==> src/rtl/mem_port_arbiter.sv <==
// rtl/mem_port_arbiter.sv - shared main-memory port arbiter between fetch (imem) and load/store (dmem)
module mem_port_arbiter #(
   parameter int DMEM_MAX_STREAK = 4,
   parameter int TIMEOUT_CYCLES  = 256
) (
   input  logic        clk,
   input  logic        rst,
   input  logic        imem_req,
   input  logic [31:0] imem_addr,
   output logic        imem_ready,
   output logic [31:0] imem_data,
   input  logic        dmem_req,
   input  logic        dmem_wr,
   input  logic [31:0] dmem_addr,
   input  logic [31:0] dmem_wdata,
   output logic        dmem_ready,
   output logic [31:0] dmem_data,
   output logic        mem_valid,
   output logic [31:0] mem_addr,
   output logic [31:0] mem_data_in,
   output logic        mem_wr,
   input  logic [31:0] mem_data_out,
   input  logic        mem_ready,
   output logic        timeout_err
);

   localparam int SW = $clog2(DMEM_MAX_STREAK + 1);
   localparam int TW = $clog2(TIMEOUT_CYCLES + 2);
   localparam logic [SW-1:0] STREAK_MAX = SW'(DMEM_MAX_STREAK);
   localparam logic [TW-1:0] TIMEOUT_V  = TW'(TIMEOUT_CYCLES);
   localparam logic [31:0]   ABORT_DATA = 32'hDEAD_BEEF;

   typedef enum logic [1:0] {
      S_IDLE,
      S_BUSY_I,
      S_BUSY_D,
      S_DONE
   } state_t;

   state_t        state;
   logic [SW-1:0] streak;
   logic [TW-1:0] timer;

   logic          dmem_wins;
   logic [TW-1:0] timer_next;
   logic          timer_expired;

   // Dmem has priority unless fetch has been starved for the full streak allowance.
   always_comb begin
      dmem_wins     = dmem_req && !(imem_req && (streak == STREAK_MAX));
      timer_next    = timer + TW'(1);
      timer_expired = (TIMEOUT_CYCLES != 0) && (timer_next == TIMEOUT_V);
   end

   // Arbitration FSM with registered bus outputs, completion pulses and watchdog.
   always_ff @(posedge clk) begin
      if (!rst) begin
         state       <= S_IDLE;
         streak      <= '0;
         timer       <= '0;
         imem_ready  <= 1'b0;
         imem_data   <= '0;
         dmem_ready  <= 1'b0;
         dmem_data   <= '0;
         mem_valid   <= 1'b0;
         mem_addr    <= '0;
         mem_data_in <= '0;
         mem_wr      <= 1'b0;
         timeout_err <= 1'b0;
      end else begin
         imem_ready <= 1'b0;
         dmem_ready <= 1'b0;
         case (state)
            S_IDLE: begin
               timer <= '0;
               if (dmem_wins) begin
                  state       <= S_BUSY_D;
                  mem_valid   <= 1'b1;
                  mem_addr    <= dmem_addr;
                  mem_data_in <= dmem_wdata;
                  mem_wr      <= dmem_wr;
                  // Only grants taken while fetch waits count toward starvation.
                  if (!imem_req) begin
                     streak <= '0;
                  end else if (streak != STREAK_MAX) begin
                     streak <= streak + SW'(1);
                  end
               end else if (imem_req) begin
                  state     <= S_BUSY_I;
                  mem_valid <= 1'b1;
                  mem_addr  <= imem_addr;
                  mem_wr    <= 1'b0;
                  streak    <= '0;
               end
            end
            S_BUSY_I: begin
               timer <= timer_next;
               if (mem_ready) begin
                  imem_data  <= mem_data_out;
                  imem_ready <= 1'b1;
                  mem_valid  <= 1'b0;
                  mem_wr     <= 1'b0;
                  state      <= S_DONE;
               end else if (timer_expired) begin
                  imem_data   <= ABORT_DATA;
                  imem_ready  <= 1'b1;
                  timeout_err <= 1'b1;
                  mem_valid   <= 1'b0;
                  mem_wr      <= 1'b0;
                  state       <= S_DONE;
               end
            end
            S_BUSY_D: begin
               timer <= timer_next;
               // mem_wr is stable through BUSY, so it tells loads from stores here.
               if (mem_ready) begin
                  if (!mem_wr) begin
                     dmem_data <= mem_data_out;
                  end
                  dmem_ready <= 1'b1;
                  mem_valid  <= 1'b0;
                  mem_wr     <= 1'b0;
                  state      <= S_DONE;
               end else if (timer_expired) begin
                  if (!mem_wr) begin
                     dmem_data <= ABORT_DATA;
                  end
                  dmem_ready  <= 1'b1;
                  timeout_err <= 1'b1;
                  mem_valid   <= 1'b0;
                  mem_wr      <= 1'b0;
                  state       <= S_DONE;
               end
            end
            S_DONE: begin
               timer <= '0;
               state <= S_IDLE;
            end
            default: begin
               state <= S_IDLE;
            end
         endcase
      end
   end

endmodule

==> config.mk <==
export PLATFORM = sky130hd
export DESIGN_NAME = mem_port_arbiter
export DESIGN_NICKNAME = d
export VERILOG_FILES = /design/src/rtl/mem_port_arbiter.sv
export SDC_FILE = /design/constraint.sdc
export NUM_CORES = 1
export LEC_CHECK = 0
export CORE_MARGIN = 2
export CORE_UTILIZATION = 30
export CTS_BUF_LIST = sky130_fd_sc_hd__clkbuf_4
export DETAILED_ROUTE_END_ITERATION = 10
export SLEW_MARGIN = 20
export SYNTH_ARGS = -nofsm -noshare
export SYNTH_HDL_FRONTEND = slang
export SYNTH_SLANG_ARGS = --single-unit
==> constraint.sdc <==
create_clock -name clk -period 2.6 [get_ports clk]
set_input_delay 0.39 -clock clk [delete_from_list [all_inputs] [get_ports clk]]
set_output_delay 0.39 -clock clk [all_outputs]
set_load 0.01 [all_outputs]
# Word-level counts from Yosys, hierarchy flattened
# Cells that the tools add are included.
# Widths: inputs -> output; s select.
[word_totals]
register_bits = 147
latchBits = 0
mem_bits_rw = 0
rom_bits = 0
in_bits = 134
out_inout_bits = 133
word_cells = 73
mem_count = 0
[classes]
n_addsub = 2
multipliers = 0
div_mod_pow = 0
magnitude_cmp = 0
n_eq_ne = 11
n_shift = 0
muxes = 28
bitwise = 1
reduce_logical = 19
[ops]
columns = ["op", "n"]
rows = [
  ["$mux 32", 8],
  ["$pmux 9 s2", 1],
  ["$mux 3", 4],
  ["$reduce_and 2->1", 6],
  ["$add 9x1->9 const B", 1],
  ["$eq 9x9->1 const B", 1],
  ["$reduce_and 3->1", 3],
  ["$mux 1", 8],
  ["$mux 2", 4],
  ["$ne 3x3->1 const B", 2],
  ["$pmux 2 s3", 1],
  ["$reduce_bool 2->1", 3],
  ["$eq 2x2->1 const B", 2],
  ["$ne 2x2->1 const B", 2],
  ["$pmux 1 s2", 2],
  ["$reduce_and 4->1", 1],
  ["$reduce_or 2->1", 2],
  ["$add 3x1->3 const B", 1],
  ["$eq 3x3->1 const B", 1],
  ["$ne 3x1->1 const B", 1],
  ["$ne 3x2->1 const B", 1],
  ["$eq 2x1->1 const B", 1],
  ["$logic_and 1x1->1", 2],
  ["$logic_not 2->1", 1],
  ["2 further kinds", 2],
]

# Logic depth before layout (Yosys ltp)
[logic_depth]
depth_word = 6
depth_mapped = 9
depth_no_buf = 7

# Least setup slack after synthesis
# Ideal clock, no wire load.
[synth_timing]
path_type = "flip-flop to flip-flop"
startpoint = "register timer[0]"
endpoint = "register imem_data[10]"
setup_ns = 0.152
arrival_ns = 1.657
required_time_ns = 2.448
slack_ns = 0.791
stages_incl_launch_ff = 8
n_path_buf = 1
synth_period_minus_slack_ns = 1.809
cell_sequence = "dfxtp_1 > ha_1 > xor2_1 > and4_1 > o22a_4 > o21ai_4 > buf_6 > a221oi_2"
[synth_via]
elab_chain_len = 4
[synth_rtl]
columns = ["element", "line_no", "text"]
rows = [
  ["start, declared", "42", "logic [TW-1:0] timer;"],
  ["start signal, assigned", "97", "timer <= timer_next;"],
  ["start signal, assigned", "114", "timer <= timer_next;"],
  ["$add 9x1->9", "51", "timer_next = timer + TW'(1);"],
  ["$eq 9x9->1", "52", "timer_expired = (TIMEOUT_CYCLES != 0) && (timer_next == TIMEOUT_V);"],
  ["$reduce_bool 2->1 (no line)", "n/a", ""],
  ["$reduce_and 2->1 (no line)", "n/a", ""],
  ["end signal, assigned", "99", "imem_data <= mem_data_out;"],
  ["end, declared", "11", "output logic [31:0] imem_data,"],
]
# No other way between the ends.
# A chain may end at the register's enable or synchronous reset.

# Final worst setup path
[layout_timing]
startpoint = "register timer[0]"
endpoint = "register dmem_data[26]"
[layout_via]
elab_chain_len = 4
elab_cells_between_ends = 5
cone_classes = "add/sub: 1; eq/ne: 2; reduce/logical: 2"
[layout_rtl]
columns = ["element", "line_no", "text"]
rows = [
  ["$add 9x1->9 *", "51", ""],
  ["$eq 9x9->1 *", "52", ""],
  ["$ne 2x2->1 (no line) / $reduce_bool 2->1 (equally long branches)", "n/a", ""],
  ["$reduce_and 4->1 (no line) *", "n/a", ""],
  ["end signal, assigned", "118", "dmem_data <= mem_data_out;"],
  ["end, declared", "17", "output logic [31:0] dmem_data,"],
]
# Mark *: on every way between the ends. The rest lies on a longest branch, timed or not.

==> metrics.csv <==
metric,value,unit
synthTopCellsByCount,"nand2_1 (154), dfxtp_1 (147), nor2_1 (75)",
clockBufferDepth,2,
timing.fmax,488.9,MHz
layout-area-overhead-vs-synth,54.91,%
chipHeight,144.2,um
yosysWarnings,0,
drt_iter0_drc,250,
endpoint_kind,flop,
cts.sinks,147,
dpl.hpwl,12.59,mm
register_area,2943,sq um
drt_wl_total,18.03,mm
max_cap_viol_count,0,
rows,51,
crit_path_start_kind,flop,
reg2reg_to,dmem_data[26]$_SDFFE_PN0P_,
numCtsBuffers,17,
ys.flop_type,dfxtp_1,
grt_max_degree,42,
peakVddDrop,0.3176,mV
root_buffer,clkbuf_4,
nNetsFinal,1081,
drc_errors,0,
syn-num-nets,829,
worstHoldStart,dmem_wdata[16],
globalRoute.totalOverflow,0,
portBuffers,266,
postCtsSetupBuffers,0,
grt_pass1_vias,5469,
worstHoldEndpoint,mem_data_in[16]$_SDFFE_PN0P_,
hold_path_depth,3,
clk_pin_slew_worst_paths,0.14,ns
dp_cells,1186,
whs,0.3740,ns
tightest_slew,0.5736,ns
first_pass_iters,6,
grt_util_all_layers,17.01,%
antenna_found_initial,1,
setup_tns,0,ns
dr_total_vias,5625,
synth.area.top_cells,"dfxtp_1 (50%), nand2_1 (9.8%), a221oi_2 (5.1%), nor2_1 (4.8%), a311oi_1 (4.8%)",
fillerInstances,1969,
syn_inst,688,
ant_nets,0,
final_cell_count_no_fill,1220,
grt_pass1_wl,27.76,mm
avgSynthCellArea,8.567,sq um
rr_worst_depth,7,
worstPathRequired,3.00,ns
r2r_start,timer[0]$_SDFF_PP0_,
cp_data_arrival_time,2.45,ns
place.gp.congestion,0.7576,
drive_gt1_share,8.499,%
hold_class,primary input to flop,
finalSetupViolations,0,
htree_num_levels,4,
viasPerCell,4.611,
rsz0062_at_grt,false,
die_w,144.2,um
status,finished clean,
dieArea,20790,sq um
skew,0.02307,ns
hold_viol,0,
drt-wirelength-per-cell,14.78,um
io_pins,267,
async_flop_share,0,%
ys_seq_elements,147,
synth_cell_type_count,41,
synth.most_common_cell,nand2_1,
yosysTopAreaCell,dfxtp_1,
powerDensity,824.3,nW/um^2
synth_edf_count,0,
ys_seq_area_share,49.93,%
critical_path.max_fanout,24,
synthesis.area,5894,sq um
maxSlewViolCount,0,
netlist.area_leader.share,49.93,%
clock_latency,0.54,ns
multi_input_area,2526,sq um
path_class,flop to flop,
min_period,2.045,ns
slew_headroom,61.59,%
core_area,19400,sq um
p_total,7.527,mW
cts_tree,built,
power_leakage,3.281,nW
cts_hold_buf,0,
cts_resized,0,
period_share,78.66,%
r2r_slack,0.55,ns
start_util,30.39,%
==> routing by layer <==
layer / track usage (%) / share of wire [%] / vias up / wire length (um)
li1: - / - / 2862 / -
met2: 28.70 / 47 / 190 / 8398
met5: 0 / 0 / - / 0
met4: 4.343 / 0.77 / 0 / 138
met1: 19.85 / 43 / 2561 / 7739
met3: 7.417 / 9.7 / 12 / 1753
==> logic make-up after synthesis <==
kind of cell / count (synthesis) / share of synthesized area, %
buf+inv: 107 / 7.472
fa+ha+maj: 7 / 1.486
mux: 1 / 0.1698
simple gates: 269 / 18.57
compound gates: 149 / 21.18
flops: 147 / 49.93
xor+xnor: 8 / 1.189
==> how the worst max path moves through the flow <==
stage | start | end | slack, ns | cells after the start
6_report | timer[0]$_SDFF_PP0_ | dmem_data[26]$_SDFFE_PN0P_ | 0.55 | 7
5_1_grt | timer[0]$_SDFF_PP0_ | imem_data[26]$_SDFFE_PN0P_ | 0.42 | 7
4_1_cts | timer[0]$_SDFF_PP0_ | dmem_data[31]$_SDFFE_PN0P_ | 0.56 | 7
3_5_place_dp | imem_req | mem_addr[31]$_SDFFE_PN0P_ | 0.44 | 6
3_3_place_gp | imem_req | mem_addr[7]$_SDFFE_PN0P_ | 0.53 | 6
2_1_floorplan | timer[0]$_SDFF_PP0_ | imem_data[10]$_SDFFE_PN0P_ | 0.79 | 7
==> layout make-up <==
type                    count  share of cell area [%]
clock buffers              17                   1.398
inverters                  57                   2.371
clock inverters            15                   1.822
flip-flops and latches    147                   32.23
diodes                      2                 0.05481
multi-input cells         434                   27.67
well taps                 265                   3.631
repair buffers            283                   30.83
==> through the flow <==
step / setup WS, ns / utilization (%) / area (sq um)
final: 0.5548 / 47.07 / 9131
after global routing: 0.4173 / 47.06 / 9129
after CTS: 0.5625 / 47.05 / 9126
after detailed placement: 0.4369 / 45.53 / 8832
after global placement: 0.5255 / 45.53 / 8832
after floorplan: 0.7912 / - / 5894
==> critical path, stage by stage, from the launching register on <==
cell	delay (ns)
dfxtp_1	0.37
ha_1	0.27
xor2_1	0.17
and4_1	0.22
o22a_4	0.28
o21ai_4	0.12
buf_4	0.33
a221oi_1	0.15
==> report_power, final <==
part,switching (mW),leakage [nW],internal (mW)
clock,0.921,0.158,0.597
combinational,1.57,1.92,1.47
sequential,0.247,1.20,2.72
total,2.74,3.28,4.78
==> sequential cells by signal (all words and copies together) (netlist names), 2 cells and up <==
register / flops
dmem_data: 32
imem_data: 32
mem_addr: 32
mem_data_in: 32
state: 2
streak: 3
timer: 9
==> cells in the final DEF, fill, tap and decap left out, drive strengths merged, types with 2 or more instances in the layout <==
| master | n |
|---|---|
| a21oi | 51 |
| a221oi | 48 |
| a311oi | 32 |
| a31o | 2 |
| a31oi | 3 |
| and3 | 4 |
| and4 | 3 |
| buf | 17 |
| bufinv | 2 |
| clkbuf | 17 |
| clkdlybuf4s50 | 266 |
| clkinv | 5 |
| dfxtp | 147 |
| diode | 2 |
| ha | 7 |
| inv | 64 |
| nand2 | 154 |
| nand3 | 22 |
| nor2 | 75 |
| nor2b | 4 |
| nor3 | 3 |
| o211a | 2 |
| o21ai | 4 |
| xnor2 | 3 |
| xor2 | 5 |
(Power assumes the default switching activity.)
